**src/rtl/sata_oob_ctrl_if.sv**
```systemverilog
// GTX-facing OOB and parallel data bundle for the SATA link controller.
// master = controller side, slave = transceiver side.
interface sata_oob_ctrl_if;
    logic        tx_cominit;
    logic        tx_comwake;
    logic        tx_comfinish;
    logic        rx_cominit_det;
    logic        rx_comwake_det;
    logic [31:0] rx_data;
    logic [3:0]  rx_charisk;
    logic [31:0] tx_data;
    logic [3:0]  tx_charisk;
    logic        tx_elecidle;

    modport master (
        output tx_cominit, tx_comwake, tx_data, tx_charisk, tx_elecidle,
        input  tx_comfinish, rx_cominit_det, rx_comwake_det, rx_data, rx_charisk
    );

    modport slave (
        input  tx_cominit, tx_comwake, tx_data, tx_charisk, tx_elecidle,
        output tx_comfinish, rx_cominit_det, rx_comwake_det, rx_data, rx_charisk
    );
endinterface

```
**src/rtl/sata_oob_ctrl.sv**
```systemverilog
// SATA host OOB bring-up FSM: COMRESET/COMWAKE handshake, ALIGN/SYNC lock, timeout retry.
// One-cycle state latency; outputs decode from registered state, no backpressure.
module sata_oob_ctrl #(
    parameter int unsigned TIMEOUT_CYC = 132000,
    parameter int unsigned ALIGN_CNT   = 3,
    parameter int unsigned MAX_RETRY   = 15
) (
    input  logic                  clk,
    input  logic                  rst,
    input  logic                  gtx_ready,
    input  logic                  restart,
    sata_oob_ctrl_if.master       phy,
    output logic                  link_up,
    output logic                  link_fail,
    output logic [3:0]            state,
    output logic [3:0]            retry_cnt
);

    typedef enum logic [3:0] {
        ST_IDLE         = 4'd0,
        ST_COMRESET     = 4'd1,
        ST_WAIT_COMINIT = 4'd2,
        ST_COMWAKE      = 4'd3,
        ST_WAIT_COMWAKE = 4'd4,
        ST_WAIT_ALIGN   = 4'd5,
        ST_SEND_ALIGN   = 4'd6,
        ST_LINK_UP      = 4'd7,
        ST_FAIL         = 4'd8
    } st_t;

    localparam logic [31:0] PRIM_ALIGN = 32'h7B4A_4ABC;
    localparam logic [31:0] PRIM_SYNC  = 32'hB5B5_957C;
    localparam logic [31:0] PRIM_D102  = 32'h4A4A_4A4A;
    localparam logic [23:0] TMO_LAST   = 24'(TIMEOUT_CYC - 1);
    localparam logic [3:0]  MATCH_MAX  = 4'(ALIGN_CNT);
    localparam logic [3:0]  RETRY_MAX  = 4'(MAX_RETRY);

    st_t         st_q, st_nxt;
    logic [23:0] timer_q;
    logic [3:0]  retry_q, retry_nxt;
    logic [3:0]  match_q, match_nxt, match_inc;
    logic        fresh_q;
    logic        take, adv, tmo, timed, is_align, is_sync;

    assign timed     = (st_q >= ST_COMRESET) && (st_q <= ST_SEND_ALIGN);
    assign tmo       = timed && (timer_q == TMO_LAST);
    assign is_align  = (phy.rx_data == PRIM_ALIGN) && (phy.rx_charisk == 4'b0001);
    assign is_sync   = (phy.rx_data == PRIM_SYNC)  && (phy.rx_charisk == 4'b0001);
    assign match_inc = (match_q == MATCH_MAX) ? match_q : match_q + 4'd1;

    always_comb begin
        st_nxt    = st_q;
        retry_nxt = retry_q;
        match_nxt = match_q;
        take      = 1'b0;
        adv       = 1'b0;
        if (!gtx_ready) begin
            st_nxt = ST_IDLE;
            take   = (st_q != ST_IDLE);
        end else if (restart) begin
            st_nxt    = ST_COMRESET;
            retry_nxt = 4'd0;
            take      = 1'b1;
        end else begin
            case (st_q)
                ST_IDLE: begin
                    st_nxt    = ST_COMRESET;
                    retry_nxt = 4'd0;
                    adv       = 1'b1;
                end
                ST_COMRESET:     if (phy.tx_comfinish)   begin st_nxt = ST_WAIT_COMINIT; adv = 1'b1; end
                ST_WAIT_COMINIT: if (phy.rx_cominit_det) begin st_nxt = ST_COMWAKE;      adv = 1'b1; end
                ST_COMWAKE:      if (phy.tx_comfinish)   begin st_nxt = ST_WAIT_COMWAKE; adv = 1'b1; end
                ST_WAIT_COMWAKE: if (phy.rx_comwake_det) begin st_nxt = ST_WAIT_ALIGN;   adv = 1'b1; end
                ST_WAIT_ALIGN: begin
                    match_nxt = is_align ? match_inc : 4'd0;
                    if (is_align && match_inc == MATCH_MAX) begin
                        st_nxt = ST_SEND_ALIGN;
                        adv    = 1'b1;
                    end
                end
                ST_SEND_ALIGN: begin
                    match_nxt = is_sync ? match_inc : 4'd0;
                    if (is_sync && match_inc == MATCH_MAX) begin
                        st_nxt = ST_LINK_UP;
                        adv    = 1'b1;
                    end
                end
                ST_LINK_UP:      if (phy.rx_cominit_det) begin st_nxt = ST_COMWAKE;      adv = 1'b1; end
                ST_FAIL: ;
                default: begin
                    st_nxt = ST_IDLE;
                    adv    = 1'b1;
                end
            endcase
            // An advancing event on the timeout cycle wins over the retry.
            if (adv) begin
                take = 1'b1;
            end else if (tmo) begin
                take = 1'b1;
                if (retry_q < RETRY_MAX) begin
                    st_nxt    = ST_COMRESET;
                    retry_nxt = retry_q + 4'd1;
                end else begin
                    st_nxt = ST_FAIL;
                end
            end
        end
        if (take && st_nxt == ST_LINK_UP) retry_nxt = 4'd0;
        if (take) match_nxt = 4'd0;
    end

    always_ff @(posedge clk) begin
        if (rst) begin
            st_q    <= ST_IDLE;
            timer_q <= 24'd0;
            retry_q <= 4'd0;
            match_q <= 4'd0;
            fresh_q <= 1'b0;
        end else begin
            st_q    <= st_nxt;
            retry_q <= retry_nxt;
            match_q <= match_nxt;
            // fresh_q marks the first cycle after any entry, including timeout re-entry of COMRESET.
            fresh_q <= take;
            if (take)       timer_q <= 24'd0;
            else if (timed) timer_q <= timer_q + 24'd1;
        end
    end

    always_comb begin
        phy.tx_data    = 32'd0;
        phy.tx_charisk = 4'd0;
        case (st_q)
            ST_WAIT_ALIGN: begin phy.tx_data = PRIM_D102;  phy.tx_charisk = 4'b0000; end
            ST_SEND_ALIGN: begin phy.tx_data = PRIM_ALIGN; phy.tx_charisk = 4'b0001; end
            ST_LINK_UP:    begin phy.tx_data = PRIM_SYNC;  phy.tx_charisk = 4'b0001; end
            default: ;
        endcase
    end

    assign phy.tx_cominit  = (st_q == ST_COMRESET) && fresh_q;
    assign phy.tx_comwake  = (st_q == ST_COMWAKE)  && fresh_q;
    assign phy.tx_elecidle = !((st_q >= ST_WAIT_ALIGN) && (st_q <= ST_LINK_UP));
    assign link_up         = (st_q == ST_LINK_UP);
    assign link_fail       = (st_q == ST_FAIL);
    assign state           = st_q;
    assign retry_cnt       = retry_q;

endmodule

```
**src/flat_wrapper.sv**
```systemverilog
// flat-port wrapper written by rule: the top's interface ports become plain ports
module sata_oob_ctrl_flat 
#(
    parameter int unsigned TIMEOUT_CYC = 132000,
    parameter int unsigned ALIGN_CNT   = 3,
    parameter int unsigned MAX_RETRY   = 15
)
  (clk, rst, gtx_ready, restart, link_up, link_fail, state, retry_cnt, phy_tx_cominit, phy_tx_comwake, phy_tx_data, phy_tx_charisk, phy_tx_elecidle, phy_tx_comfinish, phy_rx_cominit_det, phy_rx_comwake_det, phy_rx_data, phy_rx_charisk);
  sata_oob_ctrl_if phy_i ();
  input  logic clk;
  input  logic rst;
  input  logic gtx_ready;
  input  logic restart;
  output logic link_up;
  output logic link_fail;
  output logic [3:0] state;
  output logic [3:0] retry_cnt;
  output wire logic [$bits(phy_i.tx_cominit)-1:0] phy_tx_cominit;
  output wire logic [$bits(phy_i.tx_comwake)-1:0] phy_tx_comwake;
  output wire logic [$bits(phy_i.tx_data)-1:0] phy_tx_data;
  output wire logic [$bits(phy_i.tx_charisk)-1:0] phy_tx_charisk;
  output wire logic [$bits(phy_i.tx_elecidle)-1:0] phy_tx_elecidle;
  input wire logic [$bits(phy_i.tx_comfinish)-1:0] phy_tx_comfinish;
  input wire logic [$bits(phy_i.rx_cominit_det)-1:0] phy_rx_cominit_det;
  input wire logic [$bits(phy_i.rx_comwake_det)-1:0] phy_rx_comwake_det;
  input wire logic [$bits(phy_i.rx_data)-1:0] phy_rx_data;
  input wire logic [$bits(phy_i.rx_charisk)-1:0] phy_rx_charisk;
  assign phy_tx_cominit = phy_i.tx_cominit;
  assign phy_tx_comwake = phy_i.tx_comwake;
  assign phy_tx_data = phy_i.tx_data;
  assign phy_tx_charisk = phy_i.tx_charisk;
  assign phy_tx_elecidle = phy_i.tx_elecidle;
  assign phy_i.tx_comfinish = phy_tx_comfinish;
  assign phy_i.rx_cominit_det = phy_rx_cominit_det;
  assign phy_i.rx_comwake_det = phy_rx_comwake_det;
  assign phy_i.rx_data = phy_rx_data;
  assign phy_i.rx_charisk = phy_rx_charisk;
  sata_oob_ctrl #(.TIMEOUT_CYC(TIMEOUT_CYC), .ALIGN_CNT(ALIGN_CNT), .MAX_RETRY(MAX_RETRY)) u_core (.clk(clk), .rst(rst), .gtx_ready(gtx_ready), .restart(restart), .phy(phy_i), .link_up(link_up), .link_fail(link_fail), .state(state), .retry_cnt(retry_cnt));
endmodule
```
**config.mk**
```make
export PLATFORM = sky130hd
export DESIGN_NAME = sata_oob_ctrl_flat
export DESIGN_NICKNAME = d
export VERILOG_FILES = /design/src/rtl/sata_oob_ctrl_if.sv /design/src/rtl/sata_oob_ctrl.sv /design/src/flat_wrapper.sv
export SDC_FILE = /design/constraint.sdc
export NUM_CORES = 1
export LEC_CHECK = 0
export ABC_AREA = 1
export CORE_ASPECT_RATIO = 0.9
export CORE_MARGIN = 8
export CORE_UTILIZATION = 39
export DETAILED_ROUTE_END_ITERATION = 7
export PLACE_DENSITY = 0.68
export SYNTH_ARGS = -nofsm -noshare
export SYNTH_HDL_FRONTEND = slang
export SYNTH_SLANG_ARGS = --single-unit
```
**constraint.sdc**
```tcl
create_clock -name clk -period 2.5 [get_ports clk]
set_input_delay 0.5 -clock clk [delete_from_list [all_inputs] [get_ports clk]]
set_output_delay 0.5 -clock clk [all_outputs]
set_load 0.02 [all_outputs]
```
==> metrics.txt, run 1 <==
Die Span Y 100 µm; total wire length 8420 µm; Leakage 1.69 nW; dpl cell area 3890 µm²; Arr. time, crit path 1850 ps; Area Growth Syn to Fin 32.6%; worst-path fanout max 15; Setup crit start kind register; Final Hold Vio Count 0; FP Rows 30; CTS hold repair buffers 0; Power Dens Cells 329 nW/µm²; Starting Density 40.4%; Multi-input gate area 1840 µm²; vias per cell 4.86; # IOs 92; CP Capture Type primary output; Post-DRT Antenna Nets 0; Syn Area/Cell 5.98 µm²; DR iter-0 viols 169; final setup fails 0; GRT Residual Overflow 0; post-synthesis async set-or-reset flop share 0%; path depth of the worst reg2reg path 13; RD Place Congestion 0.869; # diodes 0; FF-to-FF Start u_core.state[1]; Peak VDD IR 0.347 mV; Cell variety after synth 34; GRT Total Usage 15.0%; Core Area 7580 µm²; Worst Tran Pin Value 628 ps; nets@finish 637; htree depth 2; type of the worst setup path reg2out; final period utilization 94.0%; Max clock buf depth 2; die width 109 µm; Post-Synthesis Cells 512; status complete, no violations; Overall Power 1.33 mW; Crit path required time 2000 ps; Register Area 743 µm²; largest cells by area after synthesis dfxtp_1 24%, nand2_1 14%, nor2_1 13%, inv_1 8.6%, buf_4 7.8%; DRT Pass-1 Iters 4; vias 3346; Syn. warnings 0; sequential area share after synthesis 24.2%; initial antenna violation count 0; max-cap violation count 0; top cell type by total area after synthesis dfxtp_1; relative slew slack 57.8%; max-slew violation count 0; # port buffers 86; top_reg_cell synth dfxtp_1; Num CTS Buffers 5; Worst-Skew Late Latency 290 ps; Root Buffer clkbuf_8; fin crit period 2350 ps; Clock Pin Slew Worst Setup and Hold Paths 80 ps; EDFF count, synth 0; hold path cells 2; Final Cell Area 4060 µm²; pin count of the biggest net entering global routing 28; CTS tree yes; Hold Startpoint u_core.timer_q[1]; first-pass GRT wire length 13800 µm; top achievable clock speed 426 MHz; worst min path class reg2reg; vias in the first global route 3147; Mapped Area 3060 µm²; Crit. Startpoint u_core.state[1]; register bit total from synthesis 37; fillers 752; ratio of cells with drive above 1 in the final layout 9.12%; drt drc 0; Yosys top cell area share 24.2%; mean routed wirelength per cell 12.2 µm; Clock Sinks 37; die area 10900 µm²; post-DP HPWL 6890 µm; clk_skew 6.93 ps
worst paths after layout:
path                        endpoint  slack, ps
setup / recovery     phy_tx_data[16]        150
hold / removal     u_core.timer_q[1]        490
setup reg to reg  u_core.timer_q[20]        190
hold reg to reg    u_core.timer_q[1]        490
registers in the layout (all words and copies together), names as in the netlist:
register and cells:
u_core.retry_cnt 4, u_core.timer_q 24, u_core.state 4, u_core.fresh_q 1, u_core.match_q 4
final cells by class:
cell class,instances,share of cell area [%]
clock buffer,6,2.03
sequential,37,18.3
clock inverter,2,0.925
timing repair buffer,101,23.8
inverter,73,6.75
multi-input combinational,373,45.3
tap,96,2.96
cell usage in the layout (no fill, tap or decap), types with 9 or more instances in the layout:
cell / Yosys / layout
a21oi_1: 15 / 15
nand3_1: 31 / 30
nand4_1: 19 / 19
clkdlybuf4s50_1: 0 / 76
nor3_1: 19 / 19
xor2_1: 12 / 12
buf_4: 32 / 15
dfxtp_1: 37 / 35
nand2_1: 113 / 113
dlygate4sd2_1: 0 / 9
nor2_1: 106 / 103
inv_1: 70 / 70
cell usage after synthesis, types with 4 or more instances:
cell type  count
nand2_1      113
nor2_1       106
inv_1         70
dfxtp_1       37
buf_4         32
nand3_1       31
nand4_1       19
nor3_1        19
a21oi_1       15
xor2_1        12
o21ai_0        7
a31oi_1        4
nand2_2        4
nor2_2         4
nor3b_1        4
nor4_1         4
worst max-delay path, cell delays in order, from the launching register on:
cell             delay, ps
dfxtp_1                400
nand2_1                160
nor2_4                 330
clkdlybuf4s50_1        680
through the flow:
| stage | hold slack (ps) | instances | TNS (ps) | setup WS (ps) | utilization, % |
|---|---|---|---|---|---|
| finish | 490 | 688 | 0 | 151 | 53.5 |
| global route | 536 | 688 | -17.4 | -13.0 | 53.5 |
| CTS | 489 | 684 | 0 | 41.5 | 52.8 |
| detailed placement | 478 | 676 | -1100 | -59.0 | 51.4 |
| global placement | 465 | 676 | -26.1 | -6.21 | 51.4 |
| floorplan | 457 | 516 | 0 | 235 | - |
metal layers:
metal  vias to the layer above  routed length (µm)  GRT usage, %
met5                         -                   0             0
met1                      1497                3830          18.5
li1                       1759                   -             -
met2                        82                3890          26.2
met4                         0                  59          3.01
met3                         8                 647          2.88
report_power, final:
part           switching [mW]  internal, mW  total, mW
logic                  0.0957        0.0974      0.193
registers             0.00260         0.592      0.595
clock network           0.222         0.324      0.547
kinds of logic after synthesis:
family	count (synthesis)	synth area share [%]
buffers and inverters	106	16.9
adder cells (fa/ha/maj)	3	1.23
XOR/XNOR	12	3.43
AO/OA/AOI/OAI	34	6.46
other	1	0.123
AND/OR/NAND/NOR	319	47.6
flip-flops	37	24.2
what timing repair did:
| item | 4_1_cts | 5_1_grt |
|---|---|---|
| pin swaps | 0 | 2 |
| endpoints found under the setup margin | 9 | 39 |
| gates resized for setup | 9 | 8 |
| setup buffers | 0 | 4 |
No activity file was read; power rests on OpenSTA's default activity.
==> inputs of run 2 (changes only) <==
PLACE_DENSITY = 0.74   (was 0.68)
SKIP_CTS_REPAIR_TIMING = 1   (was default)
==> run 2 against run 1 <==
Net effect: clock power is 21% lower; clock-buffer cell count is 1 higher; die area stayed put; first-iteration DRC count is 1.8% higher; highest routed layer unchanged.
==> metrics.txt, run 2 (synthesis gave the netlist of run 1 again) <==
Power Dens Cells 300 nW/µm² (-8.7%); # diodes 0 (unchanged); RD Place Congestion 0.892 (+2.6%); Starting Density 40.4% (unchanged); Setup crit start kind register; status complete, no violations; # IOs 92 (unchanged); Max clock buf depth 2 (unchanged); vias per cell 4.91 (+0.99%); first-pass GRT wire length 13600 µm (-1.6%); Root Buffer clkbuf_8; post-DP HPWL 7060 µm (+2.4%); Final Hold Vio Count 0 (unchanged); type of the worst setup path reg2out; htree depth 2 (unchanged); Largest register FFs 24 (unchanged); mean routed wirelength per cell 12.5 µm (+2.4%); drt drc 0 (unchanged); max-slew violation count 0 (unchanged); worst min path class reg2reg; register bank with the most flops u_core.timer_q; pin count of the biggest net entering global routing 16 (-43%); die width 109 µm (unchanged); clk_skew 4.26 ps (-2.66 ps); total wire length 8660 µm (+2.9%); CP Capture Type primary output; TNS Setup 0 ps (unchanged); max-cap violation count 0 (unchanged); Clock Pin Slew Worst Setup and Hold Paths 70 ps (about the same); nets@finish 641 (+0.63%); DRT Pass-1 Iters 5 (+1); Leakage 1.84 nW (+8.5%); relative slew slack 61.7% (+3.9 points); Arr. time, crit path 1850 ps (about the same); final setup fails 0 (unchanged); most common cell after layout, fill and taps aside nand2_1; die area 10900 µm² (unchanged); unrepaired setup endpoints after global routing no; initial antenna violation count 0 (unchanged); GRT Total Usage 14.9% (-0.12 points); fillers 734 (-2.4%); Num CTS Buffers 5 (unchanged); top achievable clock speed 425 MHz (-0.13%); vias in the first global route 3038 (-3.5%); DR iter-0 viols 172 (+1.8%); GRT Residual Overflow 0 (unchanged); CTS tree yes; # port buffers 86 (unchanged); Die Span Y 100 µm (unchanged); Post-DRT Antenna Nets 0 (unchanged); Clock Sinks 37 (unchanged); ratio of cells with drive above 1 in the final layout 8.91% (-0.21 points); fin crit period 2350 ps (+3.07 ps); final period utilization 94.1% (+0.12 points); Worst Tran Pin Value 569 ps (-58.4 ps); vias 3394 (+1.4%); highest-count cells in the layout ignoring fill and taps 113 x nand2_1, 105 x nor2_1, 76 x clkdlybuf4s50_1; Peak VDD IR 0.316 mV (-9.0%); hold slack 500 ps (+9.72 ps); Area Growth Syn to Fin 34.4%; worst-path fanout max 7 (-8); Core Area 7580 µm² (unchanged); Crit path required time 2000 ps (about the same); Worst-Skew Late Latency 290 ps (about the same); FP Rows 30 (unchanged)
## run 2: cell types whose count changed in the layout (fill, tap and decap cells not counted), moves of 2 or more
cell	before	now
dlymetal6s2s_1	1	10
nor2_1	103	105
dlygate4sd2_1	9	0
buf_12	0	3
nor2_2	7	5
## run 2: metal layers
metal	wire length (µm)	up-vias	part of all wire (%)	global-route usage (%)
met3	746	8	8.6	3.20
met1	3800	1508	44	18.4
met4	57	0	0.66	2.49
li1	-	1765	-	-
met2	4060	113	47	26.0
met5	0	-	0	0
## run 2: final cells by class
| cell class | instances | area (µm²) | area share [%] |
|---|---|---|---|
| clock buffer | 7 | 86.3 | 2.10 |
| inverter | 73 | 274 | 6.66 |
| multi-input combinational | 373 | 1820 | 44.4 |
| sequential | 37 | 742 | 18.0 |
| tap | 96 | 120 | 2.92 |
| timing repair buffer | 105 | 1070 | 25.9 |
## run 2: path summary, 6_finish.rpt
| path | startpoint | to | slack [ps] | cells past startpoint |
|---|---|---|---|---|
| hold / removal | u_core.timer_q[2] | u_core.timer_q[2] | 500 | 2 |
| setup reg to reg | u_core.state[0] | u_core.timer_q[17] | 240 | 13 |
| setup / recovery | u_core.state[1] | phy_tx_data[7] | 150 | 5 |
| hold reg to reg | u_core.timer_q[2] | u_core.timer_q[2] | 500 | 2 |
## run 2: per-stage QoR
step | power (mW) | utilization, % | instance area [µm²] | setup WS (ps) | instances
after floorplan | 0.696 | - | 3080 | 235 | 516
after global placement | 0.804 | 52.3 | 3970 | 48.2 | 682
after detailed placement | 0.807 | 52.3 | 3970 | -37.7 | 682
after CTS | 1.23 | 53.4 | 4050 | -141 | 689
after global routing | 1.29 | 54.2 | 4110 | 11.0 | 691
final | 1.23 | 54.2 | 4110 | 148 | 691
## run 2: critical path, stage by stage (launching register included)
cell and delay [ps]:
dfxtp_1 390, inv_2 90, nor2_1 170, nand2_1 150, inv_1 110, clkdlybuf4s50_1 640
## run 2: power by group
group	internal (mW)	switching, mW
clock network	0.219	0.213
registers	0.592	0.00272
logic	0.109	0.0980
total	0.920	0.314
